[config.mk]
export PLATFORM = sky130hd
export DESIGN_NAME = opb_register_bank_ppc2simulink
export DESIGN_NICKNAME = d
export VERILOG_FILES = /design/src/rtl/opb_register_bank_ppc2simulink.sv
export SDC_FILE = /design/constraint.sdc
export NUM_CORES = 1
export LEC_CHECK = 0
export CORE_AREA = 2 2 248 250
export DETAILED_ROUTE_END_ITERATION = 7
export DIE_AREA = 0 0 250 252
export GPL_TIMING_DRIVEN = 0
export PLACE_DENSITY = 0.55
export SLEW_MARGIN = 15
export SYNTH_ARGS = -nofsm -noshare
export SYNTH_HDL_FRONTEND = slang
export SYNTH_SLANG_ARGS = --single-unit
[constraint.sdc]
create_clock -name OPB_Clk -period 3.5 [get_ports OPB_Clk]
set_input_delay 0.7 -clock OPB_Clk [delete_from_list [all_inputs] [get_ports OPB_Clk]]
set_output_delay 0.7 -clock OPB_Clk [all_outputs]
set_load 0.01 [all_outputs]
[src/rtl/opb_register_bank_ppc2simulink.sv]
// OPB slave exposing C_NUM_REGS 32-bit registers: PPC-writable control registers
// with one-cycle update strobes, or user-driven status registers readable from the PPC.
module opb_register_bank_ppc2simulink #(
  parameter logic [31:0]              C_BASEADDR   = 32'h01004700,
  parameter logic [31:0]              C_HIGHADDR   = 32'h010047FF,
  parameter int                       C_OPB_AWIDTH = 32,
  parameter int                       C_OPB_DWIDTH = 32,
  parameter int                       C_NUM_REGS   = 8,
  parameter logic [C_NUM_REGS-1:0]    C_RO_MASK    = '0,
  parameter logic [C_NUM_REGS*32-1:0] C_RST_VAL    = '0,
  parameter                           C_FAMILY     = "virtex5"
) (
  input  logic                       OPB_Clk,
  input  logic                       OPB_Rst_n,
  input  logic [0:C_OPB_AWIDTH-1]    OPB_ABus,
  input  logic [0:3]                 OPB_BE,
  input  logic [0:C_OPB_DWIDTH-1]    OPB_DBus,
  input  logic                       OPB_RNW,
  input  logic                       OPB_select,
  input  logic                       OPB_seqAddr,
  output logic [0:C_OPB_DWIDTH-1]    Sl_DBus,
  output logic                       Sl_xferAck,
  output logic                       Sl_errAck,
  output logic                       Sl_retry,
  output logic                       Sl_toutSup,
  output logic [C_NUM_REGS*32-1:0]   user_data_out,
  input  logic [C_NUM_REGS*32-1:0]   user_data_in,
  output logic [C_NUM_REGS-1:0]      user_wr_strobe
);

  localparam int IDX_W = C_OPB_AWIDTH - 2;

  typedef enum logic {
    S_IDLE = 1'b0,
    S_ACK  = 1'b1
  } state_e;

  state_e                    state_q, state_d;
  logic [C_OPB_AWIDTH-1:0]   addr, offset;
  logic [IDX_W-1:0]          idx;
  logic [31:0]               wdata;
  logic [3:0]                be;
  logic                      hit, go, idx_in_range;
  logic [31:0]               rdata_d, rdata_q;
  logic [C_NUM_REGS-1:0]     strobe_d, strobe_q;
  logic                      unused_ok;

  // Big-endian bus vectors land MSB-first, so be[3] is OPB_BE[0] and covers bits [31:24].
  assign addr         = OPB_ABus;
  assign wdata        = OPB_DBus;
  assign be           = OPB_BE;
  assign offset       = addr - C_BASEADDR;
  assign idx          = offset[C_OPB_AWIDTH-1:2];
  assign idx_in_range = (idx < IDX_W'(C_NUM_REGS));
  assign hit          = OPB_select && (addr >= C_BASEADDR) && (addr <= C_HIGHADDR);
  // A transfer is accepted only from IDLE, which blocks back-to-back acks on a held select.
  assign go           = hit && (state_q == S_IDLE);

  always_comb begin
    // NOTE: every always_comb output gets a default first so no path can infer a latch.
    state_d = state_q;
    unique case (state_q)
      S_IDLE:  if (hit) state_d = S_ACK;
      S_ACK:   state_d = S_IDLE;
      default: state_d = S_IDLE;
    endcase
  end

  always_ff @(posedge OPB_Clk or negedge OPB_Rst_n) begin
    // NOTE: sequential state uses non-blocking assignment so all flops see pre-edge values.
    if (!OPB_Rst_n) begin
      state_q  <= S_IDLE;
      rdata_q  <= '0;
      strobe_q <= '0;
    end else begin
      state_q  <= state_d;
      rdata_q  <= rdata_d;
      strobe_q <= strobe_d;
    end
  end

  // Strobe fires for any accepted write to a writable in-range slot, even with BE=0000.
  always_comb begin
    strobe_d = '0;
    if (go && !OPB_RNW && idx_in_range) begin
      for (int i = 0; i < C_NUM_REGS; i++) begin
        if (!C_RO_MASK[i] && (idx == IDX_W'(i))) strobe_d[i] = 1'b1;
      end
    end
  end

  // Read data is zero outside the ack cycle so the OR'd OPB data bus stays clean.
  always_comb begin
    rdata_d = '0;
    if (go && OPB_RNW && idx_in_range) begin
      for (int i = 0; i < C_NUM_REGS; i++) begin
        if (idx == IDX_W'(i)) begin
          rdata_d = C_RO_MASK[i] ? user_data_in[32*i +: 32] : user_data_out[32*i +: 32];
        end
      end
    end
  end

  for (genvar i = 0; i < C_NUM_REGS; i++) begin : g_reg
    if (C_RO_MASK[i]) begin : g_ro
      assign user_data_out[32*i +: 32] = '0;
    end else begin : g_rw
      logic [31:0] reg_q;
      logic        wr_en;

      assign wr_en = go && !OPB_RNW && idx_in_range && (idx == IDX_W'(i));

      always_ff @(posedge OPB_Clk or negedge OPB_Rst_n) begin
        // NOTE: each register is an individual flop with its own reset value, not a RAM, so resetting it is free.
        if (!OPB_Rst_n) begin
          reg_q <= C_RST_VAL[32*i +: 32];
        end else if (wr_en) begin
          for (int k = 0; k < 4; k++) begin
            if (be[k]) reg_q[8*k +: 8] <= wdata[8*k +: 8];
          end
        end
      end

      assign user_data_out[32*i +: 32] = reg_q;
    end
  end

  assign Sl_xferAck     = (state_q == S_ACK);
  assign Sl_DBus        = rdata_q;
  assign user_wr_strobe = strobe_q;
  assign Sl_errAck      = 1'b0;
  assign Sl_retry       = 1'b0;
  assign Sl_toutSup     = 1'b0;

  assign unused_ok = ^{1'b0, OPB_seqAddr, offset[1:0], C_FAMILY};

endmodule

# [Word-level counts from Yosys, hierarchy flattened]
# Index checks and enable logic that the tools add are counted.
[op_classes] muxes=20 reduce_logical=49 addsub=1 order_cmp=3 eq_ne=7 n_bitwise=1
[ops] cell="2-to-1 mux 32 bit" count=9
[ops] cell="== test 30 x 3 -> 1 bit, second input constant" count=4
[ops] cell="AND reduction 2 bit" count=32
[ops] cell="== test 30 x 2 -> 1 bit, second input constant" count=2
[ops] cell=">= comparator 32 x 25 -> 1 bit, second input constant" count=1
[ops] cell="less-or-equal comparator 32 x 25 -> 1 bit, second input constant" count=1
[ops] cell="subtractor 32 x 25 -> 32 bit, second input constant" count=1
[ops] cell="== test 30 x 1 -> 1 bit, second input constant" count=1
[ops] cell="zero test 30 bit" count=1
[ops] cell="< comparator 30 x 4 -> 1 bit, second input constant" count=1
[ops] cell="logical AND 1 bit" count=15
[ops] cell="2-to-1 mux 1 bit" count=9
[ops] cell="2-to-1 mux 8 bit" count=1
[ops] cell="case mux 1 bit (2 select lines)" count=1
[ops] cell="zero test 1 bit" count=1
[ops] cell="NOT 1 bit" count=1
[totals] regBits=297 in_bits=329 word_cells=116

# [Logic depth before layout (Yosys ltp)]
[depth] ltp_word=11 depth_mapped=10

# [Least setup slack after synthesis]
# Ideal clock, no wire load.
[synth_path] path_type="input to register" from="in OPB_ABus[16] in the netlist's numbering" to="reg g_reg[3].g_rw.reg_q[24]" n_path_buf=3 setup_ns=0.125 setup_slack_ns=-0.131 t_arrival_ns=3.506 path_stages=8 cell_sequence="or3_1 buf_2 or4_4 or4_1 buf_6 buf_12 nor4_4 mux2_4"
[synth_via] elab_chain_cells=8 elab_cells_between_ends=12 cone_classes="1 x add/sub; 3 x order compare; 1 x eq/ne; 7 x reduce/logical"
[synth_lines] item="start: declaration" line_no="15" source="input logic [0:C_OPB_AWIDTH-1] OPB_ABus,"
[synth_lines] item="parallel branches: the longest is 6 deep, another holds subtractor 32 x 25 -> 32 bit"
[synth_lines] item="logical AND 1 bit *" line_no="111" source="assign wr_en = go && !OPB_RNW && idx_in_range && (idx == IDX_W'(i));"
[synth_lines] item="AND reduction 2 bit (no line) *"
[synth_lines] item="end signal: assignment" line_no="116" source="reg_q <= C_RST_VAL[32*i +: 32];"
[synth_lines] item="end signal: indexed assignment" line_no="119" source="if (be[k]) reg_q[8*k +: 8] <= wdata[8*k +: 8];"
[synth_lines] item="end: declaration" line_no="108" source="logic [31:0] reg_q;"
# Every way passes the cells marked *.
# A chain may end at the register's enable or synchronous reset.

# [Worst setup path in the final report]
[layout_path] from="in OPB_ABus[11] in the netlist's numbering" to="reg g_reg[5].g_rw.reg_q[18]"
[layout_via] elab_chain_cells=8 elab_cells_between_ends=12 cone_classes="1 x add/sub; 3 x order compare; 1 x eq/ne; 7 x reduce/logical"
[layout_lines] item="parallel branches: the longest is 6 deep, another holds subtractor 32 x 25 -> 32 bit"
[layout_lines] item="logical AND 1 bit *" line_no="111"
[layout_lines] item="AND reduction 2 bit (no line) *"
[layout_lines] item="end signal: assignment" line_no="116"
[layout_lines] item="end signal: indexed assignment" line_no="119"
[layout_lines] item="end: declaration" line_no="108"
# Marks and branches as above.

==> flow_metrics.py <==
metrics = {
    "timing": {
        "setup_viol": 0,
        "hold_ws_ns": 0.530,
        "rsz0062_at_grt": "false",
        "max_freq_ghz": 0.286,
        "period_needed_ns": 3.50,
        "hold_viol": 0,
        "fin_ws_ns": 0.00124,
        "slew_headroom_pct": 16.2,
        "fin_skew_ns": 0.0151,
        "worst_pin_slew_ns": 1.26,
        "slew_violations": 0,
        "min_period_over_period_pct": 100,
    },
    "setup_path": {
        "r2r-end": "g_reg[5].g_rw.reg_q[18]",
        "r2r_setup_slack_ns": 0.60,
        "crit_arrival_ns": 3.94,
        "regToRegStartpoint": "Sl_xferAck",
        "crit_path_end": "g_reg[5].g_rw.reg_q[18]",
        "crit_path_end_kind": "flop",
        "ff2ff_path_depth": 8,
        "crit_type": "input pin to flop",
        "cp_max_fo": 10,
        "start_kind": "input pin",
        "crit_required_ns": 3.94,
        "cp-startpoint": "OPB_ABus[11]",
    },
    "route": {
        "wl_per_cell_um": 28.4,
        "post-route-drc-count": 0,
        "wl_um": 65800,
        "vias_per_cell": 5.01,
        "firstDrtPassIters": 5,
        "ant_nets": 0,
        "drtIter0Drc": 894,
        "vias": 11600,
    },
    "synth": {
        "synth_area_mm2": 0.0138,
        "synth_seq_area_share_pct": 53.7,
        "synth_edf_count": 0,
        "synth_top_area_share_pct": 53.7,
        "ys_ff_latch": 297,
        "synth-main-ff-cell": "dfrtp_1",
        "synth_warnings": 0,
        "async_reset_ff_share_pct": 100,
        "synth.distinct_cells": 54,
        "syn_inst": 1060,
        "synth.top_cells.by_area": "dfrtp_1 54%, mux2_2 20%, mux2i_1 4.4%",
        "yosys.area.top_type": "dfrtp_1",
        "avgSynthCellArea_um2": 13.1,
    },
    "layout": {
        "drive_gt1_share_pct": 30.0,
        "mostFrequentLayoutCells": "361 x clkdlybuf4s50_1, 297 x dfrtp_1, 247 x mux2_2, 73 x nand2_1, 61 x mux2i_1",
        "area_delta_synth_final_pct": 49.5,
        "layout.nets": 1838,
        "final_util_pct": 34.4,
        "final_common_cell": "clkdlybuf4s50_1",
    },
    "cts": {
        "cts_sinks": 297,
        "tritoncts": "done",
        "clk_pin_slew_ns": 0.06,
        "cts_root_buf": "clkbuf_16",
        "htreeDepth": 2,
        "cts_buffers": 38,
        "insertion_delay_ns": 0.57,
        "cts_buffer_depth": 3,
    },
    "global_route": {
        "grt_max_degree": 97,
        "grt.total_usage_pct": 20.5,
        "grt_first_pass_wirelength_um": 92400,
        "grt_overflow": 0,
        "grt_pass1_vias": 12200,
        "antenna_found_initial": 3,
    },
    "flow_run": {
        "max-cap-violations": 0,
    },
    "floorplanning": {
        "core_mm2": 0.0601,
        "dieArea_mm2": 0.0630,
        "fp-row-count": 90,
        "die_w_um": 250,
        "start_util_pct": 23.0,
        "dieHeight_um": 252,
        "num_io_pins": 629,
    },
    "power_and_ir_drop": {
        "p_leak_nw": 9.06,
        "peakVddDrop_uv": 267,
        "power_w": 0.00789,
        "powerDensity_mw_per_mm2": 381,
    },
    "hold_path": {
        "hold_path.startpoint": "g_reg[1].g_rw.reg_q[26]",
        "holdCritPathClass": "flop to flop",
    },
    "place": {
        "place_hpwl_um": 47300,
        "dpl_worst_slack_ns": -2.34,
        "port_buffers": 366,
        "finalWeightedCongestion": 0.849,
    },
    "outcome": {
        "status": "complete, no violations",
    },
}
## cells by family after synthesis
logic type               share of synthesized area [%]
other                                           0.0271
AND/OR/NAND/NOR                                   9.86
multiplexers                                      25.7
flip-flops                                        53.7
AO/OA/AOI/OAI                                     8.02
buffers and inverters                             2.66
adder cells (fa/ha/maj)                         0.0723
## worst min-delay path by stage
stage / to / cells after the start
after floorplan: Sl_DBus[0] / 0
after global placement: g_reg[1].g_rw.reg_q[16] / 1
after detailed placement: g_reg[1].g_rw.reg_q[16] / 1
after CTS: g_reg[1].g_rw.reg_q[26] / 1
after global routing: g_reg[7].g_rw.reg_q[9] / 1
final: g_reg[1].g_rw.reg_q[26] / 1
## layer usage
layer  global-route usage (%)  wire length (um)  part of all wire (%)
met2                     30.8             28500                    43
met1                     27.7             29500                    45
met4                     5.83              1380                   2.1
met3                     7.31              6400                   9.7
met5                        0                13                 0.020
## cell usage after synthesis, types with 2 or more instances
master	instances
dfrtp_1	297
mux2_2	248
nand2_1	79
mux2i_1	61
clkbuf_1	42
nor4_1	34
o21ai_0	30
a2111oi_0	29
o22ai_1	29
a222oi_1	28
nor3_1	17
nor4_4	16
a21oi_1	13
and3_1	13
nand3_1	11
nor2_1	11
buf_2	10
buf_1	9
mux2_4	8
inv_1	6
a221oi_1	5
a211oi_1	4
and2_1	4
buf_4	4
or3_1	4
mux2_1	3
nand4_1	3
nor4b_1	3
o211ai_1	3
o22a_1	3
buf_6	2
clkbuf_8	2
nand2b_1	2
nand3b_1	2
nor2b_1	2
nor4_2	2
or3b_2	2
or4_2	2
or4_4	2
## state kept, by name, summed over array words and instances, names as in the netlist
name and flops:
Sl_DBus 32, Sl_xferAck 1, g.g_rw.reg_q 256, user_wr_strobe 8
## per-stage QoR
step / TNS, ns / instance area, um^2 / std cells
4_1_cts: 0 / 20600 / 2313
6_report: 0 / 20700 / 2318
3_5_place_dp: -324.11 / 18600 / 2216
3_3_place_gp: -3824.98 / 18500 / 2210
5_1_grt: 0 / 20700 / 2318
2_1_floorplan: 0 / 13900 / 1062
## critical path: stages
cell and delay (ns):
dlygate4sd2_1 0.30, or4_4 0.57, or4_4 0.53, or4_4 0.59, buf_12 0.16, buf_12 0.15
nor4_4 0.35, buf_12 0.20, mux2_2 0.34
## what timing repair did
action / in CTS / in global routing
hold buffers: 1 / 0
hold endpoints to repair: 8 / 0
resized for setup: 83 / 49
pin swaps: 25 / 9
setup endpoints to repair: 289 / 175
buffers inserted: 30 / 6
## where the power goes
part | total, W | switching (W) | internal (W)
logic | 0.000462 | 0.000315 | 0.000147
clock network | 0.00400 | 0.00162 | 0.00237
registers | 0.00343 | 0.000000000000420 | 0.00343
## cell type report
class	count	area (um^2)
clock inverter	11	134
fill	5967	39400
tap	782	978
antenna	1	2.50
sequential	297	7430
inverter	7	26.3
multi-input combinational	688	6320
buffer	68	463
clock buffer	55	1120
timing repair buffer	409	4240
(Power assumes the default switching activity.)
